File: config.mk
export PLATFORM = sky130hd
export DESIGN_NAME = pll_lock_sequencer
export DESIGN_NICKNAME = d
export VERILOG_FILES = /design/src/rtl/pll_lock_sequencer.sv
export SDC_FILE = /design/constraint.sdc
export NUM_CORES = 1
export LEC_CHECK = 0
export ABC_CLOCK_PERIOD_IN_PS = 4550
export BUFFER_PORTS_ARGS = -buffer_cell sky130_fd_sc_hd__clkbuf_2
export CAP_MARGIN = 0
export CORE_UTILIZATION = 65
export CTS_BUF_LIST = sky130_fd_sc_hd__clkbuf_4
export DETAILED_ROUTE_END_ITERATION = 8
export PLACE_DENSITY = 0.86
export RECOVER_POWER = 100
export SYNTH_ARGS = -nofsm -noshare
export SYNTH_HDL_FRONTEND = slang
export SYNTH_SLANG_ARGS = --single-unit
File: constraint.sdc
create_clock -name clk -period 4.55 [get_ports clk]
set_input_delay 0.2275 -clock clk [delete_from_list [all_inputs] [get_ports clk]]
set_output_delay 0.2275 -clock clk [all_outputs]
set_load 0.05 [all_outputs]
File: src/rtl/pll_lock_sequencer.sv
// pll_lock_sequencer
// -----------------------------------------------------------------------------
// Sequencing controller for one or more LIFCL PLL_CORE instances. Each channel
// runs its own FSM (STDBY, RESET, WAIT, LOCKED, FAULT). The FSM holds PLLRESET
// for a fixed number of cycles and then waits for a filtered, synchronised
// LOCK. It retries after a lock timeout and parks in FAULT once the retry
// budget is spent. Every output is registered from the next-state values, so
// an output changes on the same edge as the state change that causes it.
//
// Optional build macro: PLL_SEQ_STAGGER_EN
//   When defined, channel i>0 is held in RESET after its reset time expires
//   until channel i-1 is LOCKED or in STDBY. When undefined, all channels
//   sequence independently.
//
// Ports:
//   clk        in   1      system clock
//   rst        in   1      synchronous, active-high reset
//   stdby_req  in   N_PLL  per-channel standby request (level)
//   retry_req  in   N_PLL  per-channel single-cycle pulse, leaves FAULT
//   pll_lock   in   N_PLL  raw LOCK from PLL_CORE (asynchronous)
//   pll_reset  out  N_PLL  to PLL_CORE PLLRESET
//   pll_stdby  out  N_PLL  to PLL_CORE STDBY
//   ready      out  N_PLL  channel locked and filtered
//   fault      out  N_PLL  channel exhausted its retries
//   lol_pulse  out  N_PLL  one-cycle pulse on loss of lock from LOCKED
//   all_ready  out  1      AND of ready over non-standby channels (0 if all
//                          channels are in standby)
//   state_dbg  out  3*N_PLL  per-channel FSM state, channel i at [3*i +: 3]
// -----------------------------------------------------------------------------
module pll_lock_sequencer #(
    parameter int N_PLL        = 1,
    parameter int RST_CYCLES   = 16,
    parameter int LOCK_FILTER  = 32,
    parameter int LOCK_TIMEOUT = 4096,
    parameter int MAX_RETRY    = 3
) (
    input  logic               clk,
    input  logic               rst,
    input  logic [N_PLL-1:0]   stdby_req,
    input  logic [N_PLL-1:0]   retry_req,
    input  logic [N_PLL-1:0]   pll_lock,
    output logic [N_PLL-1:0]   pll_reset,
    output logic [N_PLL-1:0]   pll_stdby,
    output logic [N_PLL-1:0]   ready,
    output logic [N_PLL-1:0]   fault,
    output logic [N_PLL-1:0]   lol_pulse,
    output logic               all_ready,
    output logic [3*N_PLL-1:0] state_dbg
);

    localparam int CNT_MAX = (RST_CYCLES > LOCK_TIMEOUT) ? RST_CYCLES : LOCK_TIMEOUT;
    localparam int CW      = $clog2(CNT_MAX + 1);
    localparam int FW      = $clog2(LOCK_FILTER + 1);
    localparam int RW      = $clog2(MAX_RETRY + 1);

    // Counters start at 0 on state entry, so the "last" values mark the final
    // cycle of each interval.
    localparam logic [CW-1:0] RST_LAST  = CW'(RST_CYCLES - 1);
    localparam logic [CW-1:0] TMO_LAST  = CW'(LOCK_TIMEOUT - 1);
    localparam logic [FW-1:0] FLT_LAST  = FW'(LOCK_FILTER - 1);
    localparam logic [RW-1:0] RETRY_LIM = RW'(MAX_RETRY);

    typedef enum logic [2:0] {
        ST_STDBY  = 3'd0,
        ST_RESET  = 3'd1,
        ST_WAIT   = 3'd2,
        ST_LOCKED = 3'd3,
        ST_FAULT  = 3'd4
    } state_t;

    state_t          state_q [N_PLL];
    state_t          state_d [N_PLL];
    logic [CW-1:0]   cnt_q   [N_PLL];
    logic [CW-1:0]   cnt_d   [N_PLL];
    logic [FW-1:0]   filt_q  [N_PLL];
    logic [FW-1:0]   filt_d  [N_PLL];
    logic [RW-1:0]   retry_q [N_PLL];
    logic [RW-1:0]   retry_d [N_PLL];

    logic [N_PLL-1:0] sync1_q;
    logic [N_PLL-1:0] lock_s;
    logic [N_PLL-1:0] release_ok;
    logic [N_PLL-1:0] reset_d, stdby_d, ready_d, fault_d, lol_d;
    logic             all_ready_d;

    // Per-channel permission to leave RESET once its reset time has expired.
    for (genvar g = 0; g < N_PLL; g++) begin : g_chan
`ifdef PLL_SEQ_STAGGER_EN
        if (g == 0) begin : g_first
            assign release_ok[g] = 1'b1;
        end else begin : g_chain
            // Only the current state of the previous channel matters: a later
            // loss of lock there never pulls this channel back.
            assign release_ok[g] = (state_q[g-1] == ST_LOCKED) ||
                                   (state_q[g-1] == ST_STDBY);
        end
`else
        assign release_ok[g] = 1'b1;
`endif
        assign state_dbg[3*g +: 3] = state_q[g];
    end

    always_comb begin
        for (int i = 0; i < N_PLL; i++) begin
            state_d[i] = state_q[i];
            cnt_d[i]   = cnt_q[i];
            filt_d[i]  = filt_q[i];
            retry_d[i] = retry_q[i];
            lol_d[i]   = 1'b0;

            if (stdby_req[i]) begin
                state_d[i] = ST_STDBY;
                cnt_d[i]   = '0;
                filt_d[i]  = '0;
            end else begin
                case (state_q[i])
                    ST_STDBY: begin
                        state_d[i] = ST_RESET;
                        cnt_d[i]   = '0;
                        retry_d[i] = '0;
                    end
                    ST_RESET: begin
                        filt_d[i] = '0;
                        if (cnt_q[i] == RST_LAST) begin
                            // Counter parks at RST_LAST while a stagger hold applies.
                            if (release_ok[i]) begin
                                state_d[i] = ST_WAIT;
                                cnt_d[i]   = '0;
                            end
                        end else begin
                            cnt_d[i] = cnt_q[i] + CW'(1);
                        end
                    end
                    ST_WAIT: begin
                        // Filter completion is checked first so it wins a tie
                        // with the timeout.
                        if (lock_s[i] && (filt_q[i] == FLT_LAST)) begin
                            state_d[i] = ST_LOCKED;
                            cnt_d[i]   = '0;
                            filt_d[i]  = '0;
                            retry_d[i] = '0;
                        end else if (cnt_q[i] == TMO_LAST) begin
                            cnt_d[i]  = '0;
                            filt_d[i] = '0;
                            if ((retry_q[i] + RW'(1)) >= RETRY_LIM) begin
                                state_d[i] = ST_FAULT;
                                retry_d[i] = RETRY_LIM;
                            end else begin
                                state_d[i] = ST_RESET;
                                retry_d[i] = retry_q[i] + RW'(1);
                            end
                        end else begin
                            cnt_d[i]  = cnt_q[i] + CW'(1);
                            filt_d[i] = lock_s[i] ? (filt_q[i] + FW'(1)) : '0;
                        end
                    end
                    ST_LOCKED: begin
                        // Loss of lock restarts the channel without touching
                        // the retry budget.
                        if (!lock_s[i]) begin
                            state_d[i] = ST_RESET;
                            cnt_d[i]   = '0;
                            lol_d[i]   = 1'b1;
                        end
                    end
                    ST_FAULT: begin
                        if (retry_req[i]) begin
                            state_d[i] = ST_RESET;
                            cnt_d[i]   = '0;
                            retry_d[i] = '0;
                        end
                    end
                    default: begin
                        state_d[i] = ST_RESET;
                        cnt_d[i]   = '0;
                        filt_d[i]  = '0;
                        retry_d[i] = '0;
                    end
                endcase
            end

            reset_d[i] = (state_d[i] == ST_RESET) || (state_d[i] == ST_STDBY) ||
                         (state_d[i] == ST_FAULT);
            stdby_d[i] = (state_d[i] == ST_STDBY);
            ready_d[i] = (state_d[i] == ST_LOCKED);
            fault_d[i] = (state_d[i] == ST_FAULT);
        end

        all_ready_d = (&(ready_d | stdby_d)) & ~(&stdby_d);
    end

    always_ff @(posedge clk) begin
        if (rst) begin
            sync1_q <= '0;
            lock_s  <= '0;
            for (int i = 0; i < N_PLL; i++) begin
                state_q[i] <= ST_RESET;
                cnt_q[i]   <= '0;
                filt_q[i]  <= '0;
                retry_q[i] <= '0;
            end
            pll_reset <= '1;
            pll_stdby <= '0;
            ready     <= '0;
            fault     <= '0;
            lol_pulse <= '0;
            all_ready <= 1'b0;
        end else begin
            sync1_q <= pll_lock;
            lock_s  <= sync1_q;
            for (int i = 0; i < N_PLL; i++) begin
                state_q[i] <= state_d[i];
                cnt_q[i]   <= cnt_d[i];
                filt_q[i]  <= filt_d[i];
                retry_q[i] <= retry_d[i];
            end
            pll_reset <= reset_d;
            pll_stdby <= stdby_d;
            ready     <= ready_d;
            fault     <= fault_d;
            lol_pulse <= lol_d;
            all_ready <= all_ready_d;
        end
    end

endmodule

# Word level (Yosys, flattened, before mapping)
# Memory sizes are Yosys's and may differ from the RTL's.
# Index checks and enable logic that the tools add are counted.
[word_totals] reg_bits=8 mem_bits_rw=24 output_inout_bits=9 word_cells=80 mem_count=4
[mem_list] name="cnt_q" depth=1 word_bits=13 read_ports=1 rd_ports_with_merged_regs=0 write_ports=1 line="73" text="logic [CW-1:0] cnt_q [N_PLL];"
[mem_list] name="filt_q" depth=1 word_bits=6 read_ports=1 rd_ports_with_merged_regs=0 write_ports=1 line="75" text="logic [FW-1:0] filt_q [N_PLL];"
[mem_list] name="state_q" depth=1 word_bits=3 read_ports=1 rd_ports_with_merged_regs=0 write_ports=1 line="71" text="state_t state_q [N_PLL];"
[mem_list] name="retry_q" depth=1 word_bits=2 read_ports=1 rd_ports_with_merged_regs=0 write_ports=1 line="77" text="logic [RW-1:0] retry_q [N_PLL];"
[op_classes] n_addsub=3 order_cmp=1 n_eq_ne=10 mux=38 n_bitwise=4 reduce_logical=12
[ops] op="$mux W13" count=7
[ops] op="$pmux W13 S4" count=1
[ops] op="$mux W6" count=5
[ops] op="$mux W3" count=8
[ops] op="$add A13 B1 Y13 const B" count=1
[ops] op="$eq A13 B12 Y1 const B" count=1
[ops] op="$eq A13 B4 Y1 const B" count=1
[ops] op="$reduce_or A13 Y1" count=1
[ops] op="$mux W2" count=6
[ops] op="$pmux W3 S4" count=1
[ops] op="$pmux W6 S2" count=1
[ops] op="$eq A3 B2 Y1 const B" count=3
[ops] op="$reduce_or A3 Y1" count=3
[ops] op="$mux W1" count=8
[ops] op="$add A6 B1 Y6 const B" count=1
[ops] op="$eq A3 B1 Y1 const B" count=2
[ops] op="$eq A3 B3 Y1 const B" count=2
[ops] op="$eq A6 B5 Y1 const B" count=1
[ops] op="$logic_not A3 Y1" count=2
[ops] op="$pmux W2 S3" count=1
[ops] op="$reduce_or A6 Y1" count=1
[ops] op="$reduce_or A2 Y1" count=2
[ops] op="$add A2 B1 Y2 const B" count=1
[ops] op="$ge A2 B2 Y1 const B" count=1
[ops] op="other kinds (5)" count=7

# Logic depth before layout (Yosys ltp)
# Gate-level depths: netlist of run 1.
# An unclocked memory read counts as a cell.
[depth] depth_word=11 mapped_depth=6 depth_no_buf=6

# Worst setup path before layout of run 1
# OpenSTA, ideal clock, no wires.
[synth_path] path_type="register to register" from="mem state_q[0][0] (netlist name)" to="mem cnt_q[0][8] (netlist name)" setup_ns=0.059 arrival_ns=1.967 required_time_ns=4.491 path_slack_ns=2.524 path_stages_with_launch=7 n_path_buf=1 period_less_slack_ns=2.026 path_cell_list="dfxtp_1 -> buf_2 -> or3b_1 -> a31oi_1 -> o21bai_2 -> and2_4 -> a22o_1"
[synth_via] elab_chain_cells=5 elab_cells_between_ends=8 classes_between="eq/ne: 4; mux: 3; memory: 1"
[synth_rtl] element="start, declared" line="71"
[synth_rtl] element="$mem_v2 Z1 W3 *"
[synth_rtl] element="$eq A3 B3 Y1 (tied with other cells)" line="116" text="case (state_q[i])"
[synth_rtl] element="$pmux W13 S4 *" line="116"
[synth_rtl] element="$mux W13 *" line="111" text="if (stdby_req[i]) begin"
[synth_rtl] element="$mux W13 (no source line) *"
[synth_rtl] element="end, declared" line="73"
# Every way passes the cells marked *; elsewhere a longest branch is shown, timed or not.

# Worst setup path after layout of run 1
[layout_path] from="mem cnt_q[0][0] (netlist name)" to="mem cnt_q[0][4] (netlist name)"
[layout_via] elab_chain_cells=7 elab_cells_between_ends=10 classes_between="add/sub: 1; eq/ne: 2; mux: 6; memory: 1"
[layout_rtl] element="$mem_v2 Z1 W13 *"
[layout_rtl] element="$add A13 B1 Y13 / $eq A13 B12 Y1 (equally long branches)" line="153, 142"
[layout_rtl] element="$mux W13" line="142" text="end else if (cnt_q[i] == TMO_LAST) begin"
[layout_rtl] element="$mux W13" line="137" text="if (lock_s[i] && (filt_q[i] == FLT_LAST)) begin"
[layout_rtl] element="$pmux W13 S4 *" line="116"
[layout_rtl] element="$mux W13 *" line="111"
[layout_rtl] element="$mux W13 (no source line) *"
# Marked as above.

==> run metrics, run 1 <==
number of storage elements in the synthesis netlist=32; worst path setup slack after routing=1620 ps; global-route wire length before repair=between 5 and 6 mm; worst skew pair latency=320 ps; final standard cell count with taps included and fillers excluded=213; highest clock frequency the design can meet=341 MHz; Boundary Pins=14; max-slew violation total from the final report=0; number of warnings reported in the yosys synthesis log=0; Synth Area in Compound Gates=16.5%; total net switching power=107 µW; standard cell with the maximum stage delay on the critical path=sky130_fd_sc_hd__nor4_1; number of buffers added to fix hold violations after cts=0; synthesized-area fraction occupied by adder cells=under 10%; Placed Instances=206; routed via count divided by cell count=6.02; switching share of power=23.3%; unique cell type count in the Yosys netlist=47; final critical-path share of the clock period=64.5%; Placed Area=1600 µm²; prevailing post-synth register cell=sky130_fd_sc_hd__dfxtp_1; proportion of layout cells with a drive suffix above 1=8.11%; final core utilization=73.3%; area share of and/or/nand/nor cells after synthesis=between 30 and 40%; CP Data Arrival Time=3150 ps; detailed-placement wirelength estimate=2.31 mm; ordered list of cells on the worst path=ha_1, nand3_1, nor4_1, o21bai_1, and2_0, a22o_1; unrepaired setup endpoints after global routing=false; deepest level of the CTS H-tree=2; CTS tree=done; leakage component of the power=between 0.5 and 0.6 nW; maximum number of pins on one net before global-route repair=12; number of antenna repair diodes=0; proportion of synthesized chip area in sequential cells=42.5%; final count of negative-setup-slack endpoints=0; Clk Tree Root Cell=sky130_fd_sc_hd__clkbuf_4; Area Overhead vs Synth=6.47%; ratio of total power to cell area=~290 nW/µm²; largest family of logic cells by synthesized area=simple AND/OR/NAND/NOR gates; outcome=complete, no violations; Post-Route WL=3.15 mm; cell count after synthesis=between 150 and 200; peak supply drop=0.000209 V; number of CTS-inserted buffers=5; Crit path largest cell delay=about 1000 ps; fraction of synthesized area in multiplexers=1.99%; transition time at the pin with the least slew margin=1200 ps; chip width=50.2 µm; relative contribution of the clock network to total power=33.3%; Bufs on Longest Clock Path=2; minimum setup slack after placement=2470 ps; Max Cap Viol=0; post-cts sizing count=0; internal power component=353 µW; Async SR Flop Fraction=0%; Logic pwr share=4.7%; portion of total power attributed to sequential cells=61.9%; Total Routing Usage GR=between 20 and 30%; number of nets produced by synthesis=175; antenna violations before repair=0; Max-Slew Margin vs Limit=19.6%; DRT Pass-1 Iters=4; vias in the first global route=1256; Clock Skews=2.96 ps; post-route setup TNS=0 ps; Buffers on Ports=13; detailed-route wire length per cell=around 15 µm; overall die area=2520 µm²; cell area after technology mapping=1510 µm²; design area=1610 µm²; count of flip-flops with a built-in enable after synthesis=0; Final Hold Violating Endpoints=0; clk slew on worst S/H paths=90 ps; final total power=roughly 460 µW; type of the most critical hold path=in -> reg; leading area contributor after synthesis=sky130_fd_sc_hd__dfxtp_1; DRC marker count from the first detailed-route iteration=39; DIE HEIGHT=50.2 µm; largest cells by area after synthesis=sky130_fd_sc_hd__dfxtp_1, sky130_fd_sc_hd__nor2_1, sky130_fd_sc_hd__a21oi_1, sky130_fd_sc_hd__ha_1, sky130_fd_sc_hd__nor2b_1; Crit path max-delay family=simple AND/OR/NAND/NOR gates; total via count in the routed design=around 1300; start-to-end type of the worst setup path=reg -> reg; maximum fanout along the worst path=9; CP endpoint kind=flip-flop; layout net count=approximately 190; number of rows in the core area=17; area share of xor/xnor cells in the synthesized design=4.06%; CORE AREA=between 2000 and 2500 µm²; Fin Hold WS=143 ps; starting density of the core=68.9%; Detail Route Antenna Nets=0; post-CTS setup buffer count=0; DRC=0; shortest period the worst path allows=2930 ps; average cell area after synthesis=9.04 µm²; overall overflow remaining after global route=0; fraction of synthesized cell area taken by the top area cell type=between 40% and 50%; RD Place Congestion=about 0.87; critical path buffer and inverter count=0; critical path startpoint category=flip-flop; required time reported for the critical path endpoint=4770 ps; clock tree sinks=32
[path summary, 6_finish.rpt]
check                                 from  slack (ps)                  endpoint  depth (start not counted)
hold / removal                    pll_lock         140        sync1_q$_SDFF_PP0_                          2
setup reg to reg  cnt_q[0][0]$_SDFFE_PP0P_        1620  cnt_q[0][4]$_SDFFE_PP0P_                          6
hold reg to reg         sync1_q$_SDFF_PP0_         460         lock_s$_SDFF_PP0_                          1
setup / recovery  cnt_q[0][0]$_SDFFE_PP0P_        1620  cnt_q[0][4]$_SDFFE_PP0P_                          6
[area by class of cell]
| class | instances | area, µm² |
|---|---|---|
| inverters | 4 | 15.0 |
| well taps | 28 | 35.0 |
| clock inverters | 1 | 5.00 |
| repair buffers | 13 | 51.3 |
| clock buffers | 6 | 45.0 |
| flip-flops and latches | 32 | 641 |
| fillers | 183 | 584 |
| multi-input cells | 129 | 815 |
[power groups by stage]
| stage | clock network, mW | logic (mW) | registers (mW) |
|---|---|---|---|
| 2_1_floorplan | 0 | 0.0142 | 0.293 |
| 3_3_place_gp | 0 | 0.0223 | 0.291 |
| 3_5_place_dp | 0 | 0.0232 | 0.291 |
| 4_1_cts | 0.154 | 0.0232 | 0.285 |
| 5_1_grt | 0.166 | 0.0241 | 0.285 |
| 6_report | 0.153 | 0.0218 | 0.285 |
[synth_stat cells (2+ instances only)]
cell and count:
sky130_fd_sc_hd__dfxtp_1 32, sky130_fd_sc_hd__a31oi_1 3, sky130_fd_sc_hd__nand4_1 3, sky130_fd_sc_hd__a22oi_1 2
sky130_fd_sc_hd__nand2_1 9, sky130_fd_sc_hd__nand3b_1 3, sky130_fd_sc_hd__nand4b_1 3, sky130_fd_sc_hd__or3_1 2
sky130_fd_sc_hd__a211oi_1 2, sky130_fd_sc_hd__nor3_1 5, sky130_fd_sc_hd__xnor2_1 3, sky130_fd_sc_hd__nor3b_1 2
sky130_fd_sc_hd__nor2b_1 6, sky130_fd_sc_hd__ha_1 3, sky130_fd_sc_hd__a31o_1 3, sky130_fd_sc_hd__inv_1 4
sky130_fd_sc_hd__a21oi_1 8, sky130_fd_sc_hd__mux2i_1 3, sky130_fd_sc_hd__xor2_1 4, sky130_fd_sc_hd__o21ai_2 2
sky130_fd_sc_hd__nand2b_1 3, sky130_fd_sc_hd__o21ai_1 3, sky130_fd_sc_hd__nor2_1 24, sky130_fd_sc_hd__a22o_1 4
sky130_fd_sc_hd__o2bb2ai_1 2, sky130_fd_sc_hd__or2_2 3, sky130_fd_sc_hd__nor4_1 2, sky130_fd_sc_hd__nand3_1 5
[kinds of logic after synthesis]
| logic type | Yosys count |
|---|---|
| compound gates | 35 |
| simple gates | 81 |
| flops | 32 |
| fa+ha+maj | 3 |
| xor+xnor | 7 |
| buf+inv | 6 |
| mux | 3 |
[per-layer routing]
metal | vias to the layer above | GRT usage [%] | part of all wire (%)
li1 | 645 | - | -
met1 | 598 | 34.7 | 45
met2 | 35 | 49.3 | 50
met3 | 4 | 7.88 | 4.1
met4 | 0 | 14.8 | 1.3
met5 | - | 0 | 0
[worst register-to-register path: cells and delay by family (launching register included)]
family / cells / cell delay, ps
fa+ha+maj: 1 / 230
simple gates: 3 / 1530
compound gates: 2 / 700
flops: 1 / 380
[state kept, by name, indices dropped and copies added, names as in the netlist]
name       count
retry_q        2
pll_stdby      1
ready          1
pll_reset      1
cnt_q         13
lol_pulse      1
all_ready      1
sync1_q        1
filt_q         6
state_q        3
fault          1
lock_s         1
[cells in the final DEF, fill, tap and decap left out, types with 4 or more instances in the layout]
| cell type | instances |
|---|---|
| sky130_fd_sc_hd__nand2_1 | 9 |
| sky130_fd_sc_hd__nor3_1 | 5 |
| sky130_fd_sc_hd__clkbuf_1 | 11 |
| sky130_fd_sc_hd__clkbuf_4 | 6 |
| sky130_fd_sc_hd__nand3_1 | 6 |
| sky130_fd_sc_hd__a22o_1 | 4 |
| sky130_fd_sc_hd__xor2_1 | 4 |
| sky130_fd_sc_hd__a21oi_1 | 8 |
| sky130_fd_sc_hd__inv_1 | 4 |
| sky130_fd_sc_hd__dfxtp_1 | 32 |
| sky130_fd_sc_hd__nor2b_1 | 6 |
| sky130_fd_sc_hd__nor2_1 | 24 |
(Power assumes the default switching activity.)
==> run 2: changes to the inputs <==
- ABC_CLOCK_PERIOD_IN_PS: 4550 -> 2600
- CORE_UTILIZATION: 65 -> 54
- PLACE_DENSITY: 0.86 -> 0.76
- clock period: 4.55 -> 2.6 ns (I/O delays scaled with it)
==> run 2 against run 1 <==
Net effect:
- sequential share of layout area shrank 0.49 points
- sequential cell count is the same
- highest routed layer unchanged
- power grew 75%
==> run metrics, run 2 (synthesis gave the netlist of run 1 again) <==
CORE AREA=2570 µm² (was 2190 µm²); required time reported for the critical path endpoint=2820 ps (was 4770 ps); shortest period the worst path allows=2260 ps (was 2930 ps); ordered list of cells on the worst path=ha_1, nand3_1, nor4_4, o21bai_1, and2_4, a22o_1 (was ha_1, nand3_1, nor4_1, o21bai_1, and2_0, a22o_1); worst path setup slack after routing=344 ps (was 1620 ps); Final Hold Violating Endpoints=0 (unchanged); overall die area=3010 µm² (was 2520 µm²); Clk Tree Root Cell=sky130_fd_sc_hd__clkbuf_4 (unchanged); number of CTS-inserted buffers=5 (unchanged); worst setup path endpoint=cnt_q[0][3]$_SDFFE_PP0P_ (was cnt_q[0][4]$_SDFFE_PP0P_); clock tree sinks=32 (unchanged); global-route wire length before repair=5.20 mm (was 5.48 mm); minimum setup slack after placement=555 ps (was 2470 ps); DRT Pass-1 Iters=4 (unchanged); unrepaired setup endpoints after global routing=false (unchanged); proportion of layout cells with a drive suffix above 1=9.19% (was 8.11%); number of buffers added to fix hold violations after cts=0 (unchanged); chip width=54.9 µm (was 50.2 µm); final critical-path share of the clock period=86.8% (was 64.5%); deepest level of the CTS H-tree=2 (unchanged); most used cells in the layout excluding fill and tap cells=sky130_fd_sc_hd__dfxtp_1, sky130_fd_sc_hd__nor2_1, sky130_fd_sc_hd__clkbuf_1 (unchanged); Max-Slew Margin vs Limit=54.3% (was 19.6%); total via count in the routed design=1324 (was 1282); vias in the first global route=1184 (was 1256); Total Routing Usage GR=25.0% (was 29.6%); FF-to-FF path depth=6 (unchanged); outcome=complete, no violations (unchanged); Area Overhead vs Synth=7.79% (was 6.47%); ratio of total power to cell area=496 nW/µm² (was 286 nW/µm²); routed via count divided by cell count=6.16 (was 6.02); leakage component of the power=0.541 nW (was 0.538 nW); critical path buffer and inverter count=0 (unchanged); maximum fanout along the worst path=9 (unchanged); DIE HEIGHT=54.9 µm (was 50.2 µm); DRC=0 (unchanged); Crit path largest cell delay=520 ps (was 1030 ps); clk slew on worst S/H paths=90 ps (about the same); worst-case register-to-register setup slack=340 ps (was 1620 ps); final count of negative-setup-slack endpoints=0 (unchanged); CP Data Arrival Time=2480 ps (was 3150 ps); CP Depth=6 (unchanged); layout net count=193 (unchanged); start-to-end type of the worst setup path=reg -> reg (unchanged); starting density of the core=58.8% (was 68.9%); commonest non-fill, non-tap cell in the layout=sky130_fd_sc_hd__dfxtp_1 (unchanged); post-route setup TNS=0 ps (unchanged); post-CTS setup buffer count=0 (unchanged); Crit path max-delay family=simple AND/OR/NAND/NOR gates (unchanged); standard cell with the maximum stage delay on the critical path=sky130_fd_sc_hd__nor4_4 (was sky130_fd_sc_hd__nor4_1); Detail Route Antenna Nets=0 (unchanged); CP startpoint=cnt_q[0][0]$_SDFFE_PP0P_ (unchanged); RD Place Congestion=0.905 (was 0.868); highest clock frequency the design can meet=443 MHz (was 341 MHz); detailed-route wire length per cell=14.7 µm (was 14.8 µm); worst skew pair latency=330 ps (was 320 ps); maximum number of pins on one net before global-route repair=12 (unchanged); leading registers by flop count=cnt_q x13, filt_q x6, state_q x3 (unchanged); Max Cap Viol=0 (unchanged); transition time at the pin with the least slew margin=684 ps (was 1200 ps); peak supply drop=0.000335 V (was 0.000209 V); detailed-placement wirelength estimate=2.21 mm (was 2.31 mm); DRC marker count from the first detailed-route iteration=46 (was 39); Bufs on Longest Clock Path=2 (unchanged); post-cts sizing count=0 (unchanged); Boundary Pins=14 (unchanged); number of rows in the core area=18 (was 17); overall overflow remaining after global route=0 (unchanged); CP endpoint kind=flip-flop (unchanged); Crit Reg-Reg Endpoint=cnt_q[0][3]$_SDFFE_PP0P_ (was cnt_q[0][4]$_SDFFE_PP0P_); CTS tree=done (unchanged); number of antenna repair diodes=0 (unchanged); Clock Skews=12.4 ps (was 2.96 ps); Post-Route WL=3.16 mm (was 3.15 mm); Buffers on Ports=13 (unchanged); type of the most critical hold path=in -> reg (unchanged); max-slew violation total from the final report=0 (unchanged); most flop-heavy register=cnt_q (unchanged); Crit Reg-Reg Startpoint=cnt_q[0][0]$_SDFFE_PP0P_ (unchanged); antenna violations before repair=0 (unchanged); max FFs per register=13 (unchanged); critical path startpoint category=flip-flop (unchanged)
==> run 2: cell count changes in the layout (fill, tap and decap cells not counted) <==
cell,change
sky130_fd_sc_hd__and2_0,-1
sky130_fd_sc_hd__nor4_1,-1
sky130_fd_sc_hd__nor4_4,+1
sky130_fd_sc_hd__and2_4,+1
==> run 2: routing by layer <==
metal  part of all wire [%]  GRT usage, %  vias up
li1                       -             -      647
met1                     47          30.8      610
met2                     44          37.8       53
met3                    6.2          8.61       14
met4                    2.8          13.2        0
met5                      0             0        -
==> run 2: how the worst min path moves through the flow <==
stage	slack (ps)	end	depth (start not counted)	from
after CTS	30	sync1_q$_SDFF_PP0_	2	pll_lock
after global routing	20	sync1_q$_SDFF_PP0_	2	pll_lock
final	30	sync1_q$_SDFF_PP0_	2	pll_lock
after floorplan	200	retry_q[0][0]$_SDFFE_PP0P_	1	rst
after detailed placement	380	sync1_q$_SDFF_PP0_	2	pll_lock
after global placement	340	sync1_q$_SDFF_PP0_	2	pll_lock
==> run 2: through the flow <==
step	hold slack, ps	instances	util (%)	power [mW]	area, µm²
after floorplan	199	167	-	0.538	1510
after global placement	345	208	62.4	0.549	1600
after detailed placement	380	208	62.4	0.550	1600
after CTS	33.0	215	64.4	0.816	1650
after global routing	22.0	215	63.4	0.841	1630
final	30.8	215	63.4	0.806	1630
==> run 2: report_power, final <==
group | internal (mW) | switching [mW]
Sequential | 0.494 | 0.00494
Clock | 0.110 | 0.159
Combinational | 0.0138 | 0.0252
==> run 2: final cells by class <==
cell class | count | area [µm²]
fill | 242 | 941
sequential | 32 | 641
clock inverter | 1 | 5.00
timing repair buffer | 13 | 51.3
multi-input combinational | 129 | 832
inverter | 4 | 15.0
clock buffer | 6 | 45.0
tap | 30 | 37.5
==> run 2: worst reg2reg max path, stage by stage (launching register included) <==
cell                       delay [ps]
sky130_fd_sc_hd__dfxtp_1          390
sky130_fd_sc_hd__ha_1             230
sky130_fd_sc_hd__nand3_1          210
sky130_fd_sc_hd__nor4_4           520
sky130_fd_sc_hd__o21bai_1         330
sky130_fd_sc_hd__and2_4           270
sky130_fd_sc_hd__a22o_1           200
==> run 3: changes to the inputs <==
==> constraint.sdc (replaced) <==
create_clock -name clk -period 2.6 [get_ports clk]
set_input_delay 0.39 -clock clk [delete_from_list [all_inputs] [get_ports clk]]
set_output_delay 0.39 -clock clk [all_outputs]
set_load 0.05 [all_outputs]
==> run 3 against run 2 <==
Net effect:
- utilization increased by 0.34 points
- critical path depth unchanged
- final cell count grew 0.47%
- non-clock buffer count is 1 higher
- combinational power rose by 4%
- fmax fell by 0.24%
- first-iteration DRC count shrank 8.7%
- setup slack worse by 5.5 ps
- die area unchanged
- via count is 3.5% lower
- largest cell class unchanged
- highest routed layer unchanged
==> run metrics, run 3 (synthesis gave the netlist of run 1 again) <==
outcome=complete, no violations (unchanged); start-to-end type of the worst setup path=reg -> reg (unchanged); Boundary Pins=14 (unchanged); vias in the first global route=1147 (was 1184); CORE AREA=2570 µm² (unchanged); maximum number of pins on one net before global-route repair=12 (unchanged); DRT Pass-1 Iters=4 (unchanged); DIE HEIGHT=54.9 µm (unchanged); final core utilization=63.7% (was 63.4%); antenna violations before repair=0 (unchanged); Final Hold Violating Endpoints=0 (unchanged); overall overflow remaining after global route=0 (unchanged); Total Routing Usage GR=24.6% (was 25.0%); number of antenna repair diodes=0 (unchanged); shortest period the worst path allows=2260 ps (about the same); number of CTS-inserted buffers=5 (unchanged); transition time at the pin with the least slew margin=727 ps (was 684 ps); commonest non-fill, non-tap cell in the layout=sky130_fd_sc_hd__dfxtp_1 (unchanged); DRC marker count from the first detailed-route iteration=42 (was 46); worst skew pair latency=330 ps (about the same); max FFs per register=13 (unchanged); total via count in the routed design=1278 (was 1324); final total power=807 µW (was 806 µW); critical path startpoint category=flip-flop (unchanged); number of buffers added to fix hold violations after cts=0 (unchanged); routed via count divided by cell count=5.92 (was 6.16); layout net count=194 (was 193); type of the most critical hold path=in -> reg (unchanged); Clock Skews=8.13 ps (was 12.4 ps); DRC=0 (unchanged); ratio of total power to cell area=493 nW/µm² (was 496 nW/µm²); starting density of the core=58.8% (unchanged); unrepaired setup endpoints after global routing=false (unchanged); CP Data Arrival Time=2500 ps (was 2480 ps); deepest level of the CTS H-tree=2 (unchanged); Buffers on Ports=13 (unchanged); post-route setup TNS=0 ps (unchanged); Max-Slew Margin vs Limit=50.8% (was 54.3%); global-route wire length before repair=5.04 mm (was 5.20 mm); Detail Route Antenna Nets=0 (unchanged); Post-Route WL=3.05 mm (was 3.16 mm); peak supply drop=0.000431 V (was 0.000335 V); Bufs on Longest Clock Path=2 (unchanged); Clk Tree Root Cell=sky130_fd_sc_hd__clkbuf_4 (unchanged); detailed-placement wirelength estimate=2.20 mm (was 2.21 mm); maximum fanout along the worst path=9 (unchanged); detailed-route wire length per cell=14.1 µm (was 14.7 µm); overall die area=3010 µm² (unchanged); leakage component of the power=0.548 nW (was 0.541 nW); most flop-heavy register=cnt_q (unchanged); final critical-path share of the clock period=87.0% (was 86.8%); CP endpoint kind=flip-flop (unchanged); post-CTS setup buffer count=0 (unchanged); CTS tree=done (unchanged); clk slew on worst S/H paths=90 ps (about the same); RD Place Congestion=0.912 (was 0.905); Placed Instances=209 (was 208); chip width=54.9 µm (unchanged); highest clock frequency the design can meet=442 MHz (was 443 MHz); Fillers=225 (was 242); most used cells in the layout excluding fill and tap cells=sky130_fd_sc_hd__dfxtp_1, sky130_fd_sc_hd__nor2_1, sky130_fd_sc_hd__clkbuf_1 (unchanged); clock tree sinks=32 (unchanged); proportion of layout cells with a drive suffix above 1=9.68% (was 9.19%); final count of negative-setup-slack endpoints=0 (unchanged); post-cts sizing count=0 (unchanged); required time reported for the critical path endpoint=2830 ps (was 2820 ps); number of rows in the core area=18 (unchanged); max-slew violation total from the final report=0 (unchanged); leading registers by flop count=cnt_q x13, filt_q x6, state_q x3 (unchanged); Area Overhead vs Synth=8.37% (was 7.79%); Max Cap Viol=0 (unchanged); final standard cell count with taps included and fillers excluded=216 (was 215)
-- run 3: power by group --
| part | total (mW) | internal (mW) | switching, mW |
|---|---|---|---|
| clock network | 0.268 | 0.110 | 0.158 |
| registers | 0.499 | 0.494 | 0.00465 |
| logic | 0.0404 | 0.0147 | 0.0257 |
| total | 0.807 | 0.619 | 0.188 |
-- run 3: stage by stage --
stage               area [µm²]  worst slack (ps)  hold slack, ps
finish                    1640               339             273
global route              1640               185             258
CTS                       1660               502             259
detailed placement        1610               535             422
global placement          1610               655             421
floorplan                 1510               574             414
-- run 3: final timing paths --
kind                                          startpoint                  endpoint  cells after the start  slack (ps)
worst min register to register        sync1_q$_SDFF_PP0_         lock_s$_SDFF_PP0_                      1         440
worst min-delay path                            pll_lock        sync1_q$_SDFF_PP0_                      2         270
worst max register to register  cnt_q[0][0]$_SDFFE_PP0P_  cnt_q[0][8]$_SDFFE_PP0P_                      6         340
worst max-delay path            cnt_q[0][0]$_SDFFE_PP0P_  cnt_q[0][8]$_SDFFE_PP0P_                      6         340
-- run 3: routing by layer --
| metal | track usage (%) | part of all wire [%] | up-vias |
|---|---|---|---|
| li1 | - | - | 647 |
| met1 | 31.9 | 51 | 598 |
| met2 | 35.7 | 42 | 29 |
| met3 | 9.17 | 5.0 | 4 |
| met4 | 11.1 | 2.0 | 0 |
| met5 | 0 | 0 | - |
-- run 3: cell type report --
type | count | area, µm² | share of cell area, %
clock inverter | 1 | 5.00 | 0.306
tap | 30 | 37.5 | 2.30
inverter | 4 | 15.0 | 0.918
clock buffer | 6 | 45.0 | 2.75
multi-input combinational | 129 | 832 | 50.9
sequential | 32 | 641 | 39.2
timing repair buffer | 14 | 60.1 | 3.67
-- run 3: critical path, stage by stage (launching register included) --
cell and delay [ps]:
sky130_fd_sc_hd__dfxtp_1 390, sky130_fd_sc_hd__ha_1 220, sky130_fd_sc_hd__nand3_1 210, sky130_fd_sc_hd__nor4_4 530
sky130_fd_sc_hd__o21bai_1 330, sky130_fd_sc_hd__and2_4 270, sky130_fd_sc_hd__a22o_1 220
